===== config.mk =====
export PLATFORM = sky130hd
export DESIGN_NAME = alarm_timer_flat
export DESIGN_NICKNAME = d
export VERILOG_FILES = /design/src/rtl/alarm_timer_pkg.sv /design/src/rtl/alarm_timer_if.sv /design/src/rtl/alarm_timer_time_param_bank.sv /design/src/rtl/alarm_timer.sv /design/src/flat_wrapper.sv
export SDC_FILE = /design/constraint.sdc
export NUM_CORES = 1
export LEC_CHECK = 0
export CAP_MARGIN = 25
export CORE_UTILIZATION = 55
export DETAILED_ROUTE_END_ITERATION = 8
export GPL_ROUTABILITY_DRIVEN = 0
export PLACE_DENSITY = 0.72
export SETUP_SLACK_MARGIN = 0.4
export SLEW_MARGIN = 20
export SYNTH_ARGS = -nofsm -noshare
export SYNTH_HDL_FRONTEND = slang
export SYNTH_SLANG_ARGS = --single-unit

===== constraint.sdc =====
create_clock -name clock -period 6.7 [get_ports clock]
set_clock_uncertainty 0.15 [all_clocks]
set_input_delay 0.67 -clock clock [delete_from_list [all_inputs] [get_ports clock]]
set_output_delay 0.67 -clock clock [all_outputs]
set_load 0.005 [all_outputs]

===== src/rtl/alarm_timer_pkg.sv =====
// Shared constants for the alarm timing stage: interval codes, default
// delays in seconds and the countdown state encoding.
`timescale 1ns/1ps
package alarm_pkg;

  localparam logic [1:0] INT_ARM       = 2'd0;
  localparam logic [1:0] INT_DRIVER    = 2'd1;
  localparam logic [1:0] INT_PASSENGER = 2'd2;
  localparam logic [1:0] INT_ALARM_ON  = 2'd3;

  localparam logic [3:0] T_ARM_DELAY_DEFAULT = 4'd6;
  localparam logic [3:0] T_DRIVER_DEFAULT    = 4'd8;
  localparam logic [3:0] T_PASSENGER_DEFAULT = 4'd15;
  localparam logic [3:0] T_ALARM_ON_DEFAULT  = 4'd10;

  typedef enum logic {
    CD_IDLE = 1'b0,
    CD_RUN  = 1'b1
  } cd_state_e;

endpackage


===== src/rtl/alarm_timer_if.sv =====
// Link between the alarm control FSM (master) and the timing stage (slave).
`timescale 1ns/1ps
interface alarm_timer_if;

  logic       start_timer;
  logic [1:0] interval;
  logic       reprogram;
  logic [1:0] time_param_sel;
  logic [3:0] time_value;
  logic       one_hz_enable;
  logic       blink;
  logic       expired;
  logic [3:0] count_display;

  modport master (
    output start_timer, interval, reprogram, time_param_sel, time_value,
    input  one_hz_enable, blink, expired, count_display
  );

  modport slave (
    input  start_timer, interval, reprogram, time_param_sel, time_value,
    output one_hz_enable, blink, expired, count_display
  );

endinterface


===== src/rtl/alarm_timer_time_param_bank.sv =====
// Four reprogrammable delay slots; writing 0 restores the slot's default,
// so a slot never holds 0.
`timescale 1ns/1ps
module time_param_bank
  import alarm_pkg::*;
#(
  parameter logic [3:0] T_ARM_DELAY_DEF = T_ARM_DELAY_DEFAULT,
  parameter logic [3:0] T_DRIVER_DEF    = T_DRIVER_DEFAULT,
  parameter logic [3:0] T_PASSENGER_DEF = T_PASSENGER_DEFAULT,
  parameter logic [3:0] T_ALARM_ON_DEF  = T_ALARM_ON_DEFAULT
) (
  input  logic       clock,
  input  logic       reset,
  input  logic       reprogram_i,
  input  logic [1:0] writeSel_i,
  input  logic [3:0] writeValue_i,
  input  logic [1:0] readSel_i,
  output logic [3:0] readValue_o
);

  logic [3:0] slot_q [4];

  function automatic logic [3:0] defaultFor(input logic [1:0] sel);
    case (sel)
      INT_ARM:       return T_ARM_DELAY_DEF;
      INT_DRIVER:    return T_DRIVER_DEF;
      INT_PASSENGER: return T_PASSENGER_DEF;
      default:       return T_ALARM_ON_DEF;
    endcase
  endfunction

  always_ff @(posedge clock or posedge reset) begin
    if (reset) begin
      for (int i = 0; i < 4; i++) begin
        slot_q[i] <= defaultFor(2'(i));
      end
    end else if (reprogram_i) begin
      slot_q[writeSel_i] <= (writeValue_i == 4'd0) ? defaultFor(writeSel_i)
                                                   : writeValue_i;
    end
  end

  assign readValue_o = slot_q[readSel_i];

endmodule


===== src/rtl/alarm_timer.sv =====
// Timing stage for the alarm FSM: 1 Hz prescaler, blink square wave,
// parameter bank and a seconds countdown that pulses expired at zero.
`timescale 1ns/1ps
module alarm_timer
  import alarm_pkg::*;
#(
  parameter int         CLK_HZ          = 50_000_000,
  parameter logic [3:0] T_ARM_DELAY_DEF = T_ARM_DELAY_DEFAULT,
  parameter logic [3:0] T_DRIVER_DEF    = T_DRIVER_DEFAULT,
  parameter logic [3:0] T_PASSENGER_DEF = T_PASSENGER_DEFAULT,
  parameter logic [3:0] T_ALARM_ON_DEF  = T_ALARM_ON_DEFAULT
) (
  input  logic             clock,
  input  logic             reset,
  alarm_timer_if.slave     bus
);

  localparam int PW = (CLK_HZ > 1) ? $clog2(CLK_HZ) : 1;
  localparam logic [PW-1:0] PRESC_MAX = PW'(CLK_HZ - 1);

  logic [PW-1:0] presc_q, presc_d;
  logic          oneHz_q, oneHz_d;
  logic          blink_q, blink_d;
  logic          expired_q, expired_d;
  logic [3:0]    remaining_q, remaining_d;
  cd_state_e     state_q, state_d;
  logic          clearPresc;
  logic [3:0]    loadValue;

  time_param_bank #(
    .T_ARM_DELAY_DEF (T_ARM_DELAY_DEF),
    .T_DRIVER_DEF    (T_DRIVER_DEF),
    .T_PASSENGER_DEF (T_PASSENGER_DEF),
    .T_ALARM_ON_DEF  (T_ALARM_ON_DEF)
  ) paramBank (
    .clock        (clock),
    .reset        (reset),
    .reprogram_i  (bus.reprogram),
    .writeSel_i   (bus.time_param_sel),
    .writeValue_i (bus.time_value),
    .readSel_i    (bus.interval),
    .readValue_o  (loadValue)
  );

  // Reprogram aborts and outranks start; a start outranks a coincident tick.
  always_comb begin
    state_d     = state_q;
    remaining_d = remaining_q;
    expired_d   = 1'b0;
    clearPresc  = 1'b0;
    if (bus.reprogram) begin
      state_d     = CD_IDLE;
      remaining_d = 4'd0;
      clearPresc  = 1'b1;
    end else if (bus.start_timer) begin
      state_d     = CD_RUN;
      remaining_d = loadValue;
      clearPresc  = 1'b1;
    end else if (state_q == CD_RUN && oneHz_q) begin
      if (remaining_q > 4'd1) begin
        remaining_d = remaining_q - 4'd1;
      end else begin
        remaining_d = 4'd0;
        expired_d   = 1'b1;
        state_d     = CD_IDLE;
      end
    end
  end

  // A restart also kills any pending tick so the first second is a full one.
  always_comb begin
    presc_d = presc_q;
    oneHz_d = 1'b0;
    if (clearPresc) begin
      presc_d = '0;
    end else begin
      presc_d = (presc_q == PRESC_MAX) ? '0 : presc_q + PW'(1);
      oneHz_d = (presc_q == PRESC_MAX);
    end
    blink_d = blink_q ^ oneHz_d;
  end

  always_ff @(posedge clock or posedge reset) begin
    if (reset) begin
      presc_q     <= '0;
      oneHz_q     <= 1'b0;
      blink_q     <= 1'b0;
      expired_q   <= 1'b0;
      remaining_q <= 4'd0;
      state_q     <= CD_IDLE;
    end else begin
      presc_q     <= presc_d;
      oneHz_q     <= oneHz_d;
      blink_q     <= blink_d;
      expired_q   <= expired_d;
      remaining_q <= remaining_d;
      state_q     <= state_d;
    end
  end

  assign bus.one_hz_enable = oneHz_q;
  assign bus.blink         = blink_q;
  assign bus.expired       = expired_q;
  assign bus.count_display = remaining_q;

endmodule

===== src/flat_wrapper.sv =====
// flat-port wrapper written by rule: the top's interface ports become plain ports
module alarm_timer_flat import alarm_pkg::*;
#(
  parameter int         CLK_HZ          = 50_000_000,
  parameter logic [3:0] T_ARM_DELAY_DEF = T_ARM_DELAY_DEFAULT,
  parameter logic [3:0] T_DRIVER_DEF    = T_DRIVER_DEFAULT,
  parameter logic [3:0] T_PASSENGER_DEF = T_PASSENGER_DEFAULT,
  parameter logic [3:0] T_ALARM_ON_DEF  = T_ALARM_ON_DEFAULT
)
  (clock, reset, bus_start_timer, bus_interval, bus_reprogram, bus_time_param_sel, bus_time_value, bus_one_hz_enable, bus_blink, bus_expired, bus_count_display);
  alarm_timer_if bus_i ();
  input  logic clock;
  input  logic reset;
  input wire logic [$bits(bus_i.start_timer)-1:0] bus_start_timer;
  input wire logic [$bits(bus_i.interval)-1:0] bus_interval;
  input wire logic [$bits(bus_i.reprogram)-1:0] bus_reprogram;
  input wire logic [$bits(bus_i.time_param_sel)-1:0] bus_time_param_sel;
  input wire logic [$bits(bus_i.time_value)-1:0] bus_time_value;
  output wire logic [$bits(bus_i.one_hz_enable)-1:0] bus_one_hz_enable;
  output wire logic [$bits(bus_i.blink)-1:0] bus_blink;
  output wire logic [$bits(bus_i.expired)-1:0] bus_expired;
  output wire logic [$bits(bus_i.count_display)-1:0] bus_count_display;
  assign bus_i.start_timer = bus_start_timer;
  assign bus_i.interval = bus_interval;
  assign bus_i.reprogram = bus_reprogram;
  assign bus_i.time_param_sel = bus_time_param_sel;
  assign bus_i.time_value = bus_time_value;
  assign bus_one_hz_enable = bus_i.one_hz_enable;
  assign bus_blink = bus_i.blink;
  assign bus_expired = bus_i.expired;
  assign bus_count_display = bus_i.count_display;
  alarm_timer #(.CLK_HZ(CLK_HZ), .T_ARM_DELAY_DEF(T_ARM_DELAY_DEF), .T_DRIVER_DEF(T_DRIVER_DEF), .T_PASSENGER_DEF(T_PASSENGER_DEF), .T_ALARM_ON_DEF(T_ALARM_ON_DEF)) u_core (.clock(clock), .reset(reset), .bus(bus_i));
endmodule

[Word level (Yosys, flattened, before mapping)]
Cells that the tools add are included.
Storage, ports and cells
  register bits after elaboration: 50
  input bits: 12
Cells by class
  add/sub/neg operators: 2
  $lt $le $gt $ge: 4
  eq/ne operators: 4
  multiplexer cells: 26
  bitwise gates (word level): 3
  reductions and logical operators: 6
Operators with widths (number)
  $mux W26: 2
  $mux W4: 9
  $add A26 B1 Y26 const B: 1
  $eq A26 B26 Y1 const B: 1
  $bwmux W16: 1
  $pmux W4 S3: 1
  $mux W1: 11
  $bmux W4 S2: 1
  $demux W4 S2: 1
  $ge A3 B3 Y1 const B: 2
  $not A2 Y3: 2
  $gt A4 B1 Y1 const B: 1
  $logic_not A4 Y1: 1
  $sub A4 B1 Y4 const B: 1
  $lt A3 B1 Y1 const B: 1
  $ne A3 B3 Y1 const B: 1
  $reduce_bool A3 Y1: 1
  $eq A2 B1 Y1 const B: 1
  $eq A2 B2 Y1 const B: 1
  $logic_and A1 B1 Y1: 2
  $logic_not A2 Y1: 1
  $reduce_and A2 Y1: 1
  $xor A1 B1 Y1: 1

[Depth between registers and ports, before layout]
  word-level depth: 6
  depth in mapped cells: 6
  mapped depth without buffers: 6

[Hierarchy]
A second synthesis with hierarchy kept.
Second synthesis, totals
  cells, all modules: 249
  area, all modules: 2665.1 sq um
By module, submodules not included
  alarm_timer: instances 1, cells an instance 184, area an instance 1760.4 sq um
  time_param_bank: instances 1, cells an instance 65, area an instance 904.6 sq um

[Worst setup path after synthesis]
No wires, ideal clock.
  path kind: register to register
  start: register u_core.presc_q[4]
  end: register u_core.presc_q[24]
  library setup time: 0.073 ns
  arrival time: 1.894 ns
  required time: 6.477 ns
  path slack: 4.583 ns
  stages on the path, launching flop included: 7
  buffers on the path: 2
  cell sequence: dfrtp_1 > nand4_4 > or4_4 > buf_6 > buf_6 > or4_4 > a21oi_2
On the way
  word-level cells in the longest chain between the ends: 3
  elaborated cells on any way between the ends: 4
  those cells by class: add/sub (1); eq/ne (1); mux (2)
Ends and longest elaborated chain
  start: declaration: RTL line alarm_timer.sv:21  | logic [PW-1:0] presc_q, presc_d;
  start signal: assignment: RTL line alarm_timer.sv:92  | presc_q <= presc_d;
  $add A26 B1 Y26 or $eq A26 B26 Y1 (tied branches): RTL line alarm_timer.sv:77  | presc_d = (presc_q == PRESC_MAX) ? '0 : presc_q + PW'(1);
  $mux W26 *: RTL line alarm_timer.sv:77
  $mux W26 *: RTL line alarm_timer.sv:74  | if (clearPresc) begin
  net u_core.presc_d[24]: RTL line alarm_timer.sv:21
Mark *: on every way through the listed nets, which the timed path passes. The rest lies on a longest branch.
A chain may end at the register's enable or synchronous reset.

==> impl_metrics.json <==
{
  "fmax_mhz": 442,
  "vias_per_cell": 6.18,
  "hold_end": "u_core.bus.blink$_DFF_PP0_",
  "rows": 24,
  "syn_inst": 247,
  "dp_cells": 311,
  "fp.dieW_um": 70.2,
  "utilization": 0.657,
  "cts_buffers": 5,
  "nNetsFinal": 282,
  "hp-class": "flop to flop",
  "grt_use_total": 0.235,
  "synth_warnings": 0,
  "synth_nets": 263,
  "path_max_fanout": 9,
  "powerDensity_nw_per_um2": 215,
  "clock-root-buffer": "clkbuf_8",
  "rrSetupSlack_ps": 4460,
  "critPathSlowestCell": "clkdlybuf4s50_1",
  "cp_slowest_stage_delay_ps": 620,
  "crit_chain": "clkdlybuf4s50_1, nor3b_1, mux2_2",
  "yosysTopAreaCell": "dfrtp_1",
  "maxCapViolCount": 0,
  "crit_type": "input pin to flop",
  "start_util": 0.579,
  "hold_slack_ps": 316,
  "worstSetupEndpointType": "flop",
  "first_iter_violations": 210,
  "syn_area_per_cell_um2": 10.4,
  "hold_viol_final": 0,
  "synth_ff_type": "dfrtp_1",
  "period_needed_ps": 2260,
  "synth_cell_type_count": 40,
  "arrival_ps": 2300,
  "cts.sinks": 50,
  "multi_input_area_um2": 1220,
  "diodes": 0,
  "die_area_um2": 4930,
  "finalSetupTns_ps": 0,
  "coreArea_um2": 4410,
  "ys_seq_area_frac": 0.494,
  "rr_endpoint": "u_core.presc_q[17]$_DFF_PP0_",
  "path_clk_slew_ps": 90,
  "start_kind": "input pin",
  "synth_area_leaders": "dfrtp_1, dfstp_2, o31ai_1, nor2_1, mux4_2",
  "swShare": 0.237,
  "crit_required_ps": 6740,
  "fill_cells": 365,
  "leakagePower_nw": 1.12,
  "setup_violations": 0,
  "synth-edff-count": 0,
  "r2r-start": "u_core.presc_q[2]$_DFF_PP0_",
  "area_growth_pct": 13.4,
  "drive_above_1_share": 0.146,
  "antenna_found_initial": 0,
  "syn_area_um2": 2560,
  "clk_path_buf_depth": 2,
  "relSlewSlack": 0.554,
  "drtAntennaViolNets": 0,
  "cts_tree": "built",
  "dr.pass1.iters": 4,
  "status": "completed",
  "vias": 1970,
  "power_frac_clock": 0.320,
  "ys_ff_latch": 50,
  "peakVddDrop_mv": 0.151,
  "cts_max_level": 2,
  "ios": 19,
  "cts_resized": 0,
  "fin_crit_sh": 0.337,
  "final_cells": 319,
  "gr-total-overflow": 0,
  "ys_async_sr_fraction": 1.00,
  "drc": 0,
  "hold_path_depth": 1,
  "final_cell_area_um2": 2900,
  "p_comb_frac": 0.126,
  "rsz0062_at_grt": "false",
  "grt_pass1_wl_um": 8980,
  "wirelength_um": 5250,
  "die_h_um": 70.2,
  "seqCellArea_um2": 1260,
  "placed_cell_area_um2": 2790,
  "grt_max_degree": 28,
  "synth_top_area_frac": 0.401,
  "port_buffers": 18,
  "hold_buffers": 0,
  "hp-start": "u_core.bus.blink$_DFF_PP0_",
  "grt_pass1_vias": 1833,
  "postCtsSetupBuffers": 0,
  "rr_worst_depth": 4,
  "seq_power_share": 0.555,
  "worst_slew_pin_slew_ps": 667,
  "dp_hpwl_um": 3700,
  "finalMaxSlewViolations": 0,
  "routedWlPerCell_um": 16.4,
  "p_int_mw": 0.476,
  "p_sw_mw": 0.148,
  "clock_latency_ps": 300
}
==> placed cells by master, fill, tap and decap left out, drive strengths merged <==
cell type	count
a211oi	1
nand3b	2
and4	4
o21a	1
nor3	8
buf	2
or4	14
xnor2	5
clkdlybuf4s50	18
nor2	25
o31ai	13
nor2b	2
a221o	1
clkbuf	8
or2	1
a2bb2oi	1
nor4	2
and3	3
inv	8
dfstp	9
nor3b	2
mux4	4
nand4	10
dfrtp	41
nand2	19
nor4b	1
nand3	9
nor4bb	1
mux2	7
ha	4
xor2	6
o211ai	1
or3	5
o21ai	11
a21oi	18
==> routing by layer <==
| layer | vias up | part of all wire | track usage |
|---|---|---|---|
| li1 | 950 | - | - |
| met1 | 980 | 0.47 | 0.339 |
| met2 | 36 | 0.47 | 0.363 |
| met3 | 4 | 0.041 | 0.0447 |
| met4 | 0 | 0.012 | 0.0711 |
| met5 | - | 0 | 0 |
==> sequential cells by signal (all words and copies together), names as in the netlist <==
register                  count
u_core.presc_q               26
u_core.bus.one_hz_enable      1
u_core.bus.count_display      4
u_core.bus.expired            1
u_core.paramBank.slot_q      16
u_core.state_q                1
u_core.bus.blink              1
==> critical path: cells and delay by family <==
family	cells	cell delay [ps]
buf+inv	1	620
simple gates	1	600
mux	1	400
==> synthesized netlist by cell type (all sizes together), types with 3 or more instances <==
cell type	n
mux4	4
or4	14
buf	4
and3	3
nor3	8
or3	5
clkbuf	4
nand3	9
nand4	10
ha	4
nor2	25
xor2	6
o21ai	11
xnor2	5
dfrtp	41
inv	8
o31ai	13
mux2	7
a21oi	18
dfstp	9
nand2	19
and4	4
==> worst max path at each step <==
stage                                           start                                       to  slack [ps]
after floorplan           u_core.presc_q[4]$_DFF_PP0_             u_core.presc_q[24]$_DFF_PP0_        4580
after global placement                  bus_reprogram  u_core.paramBank.slot_q[15]$_DFFE_PP0P_        4190
after detailed placement                bus_reprogram  u_core.paramBank.slot_q[15]$_DFFE_PP0P_        4110
after CTS                               bus_reprogram  u_core.paramBank.slot_q[15]$_DFFE_PP0P_        4420
after global routing      u_core.presc_q[2]$_DFF_PP0_             u_core.presc_q[17]$_DFF_PP0_        4350
final                                   bus_reprogram  u_core.paramBank.slot_q[15]$_DFFE_PP0P_        4440
==> power by group through the flow <==
stage / Clock, mW / Sequential, mW / Combinational [mW]
2_1_floorplan: 0 / 0.347 / 0.0484
3_3_place_gp: 0 / 0.351 / 0.0747
3_5_place_dp: 0 / 0.352 / 0.0781
4_1_cts: 0.204 / 0.346 / 0.0795
5_1_grt: 0.218 / 0.350 / 0.0874
6_report: 0.200 / 0.346 / 0.0785
==> through the flow <==
step	total power, mW	setup WS, ps
after floorplan	0.395	4580
after global placement	0.426	4190
after detailed placement	0.430	4110
after CTS	0.630	4420
after global routing	0.655	4350
final	0.624	4440
==> final cells by class <==
class,instances,share of cell area
clock buffer,8,0.0380
inverter,8,0.0104
multi-input combinational,181,0.420
sequential,50,0.435
tap,52,0.0224
timing repair buffer,20,0.0742
==> cells by family after synthesis <==
| group | after synthesis | share of synthesized area |
|---|---|---|
| AOI/OAI and AO/OA | 47 | 0.113 |
| and+or+nand+nor | 108 | 0.238 |
| buffers and inverters | 16 | 0.0328 |
| muxes | 11 | 0.0661 |
| adders and majority gates | 4 | 0.0196 |
| DFF | 50 | 0.494 |
| xor gates and xnor gates | 11 | 0.0377 |
(Power assumes the default switching activity.)
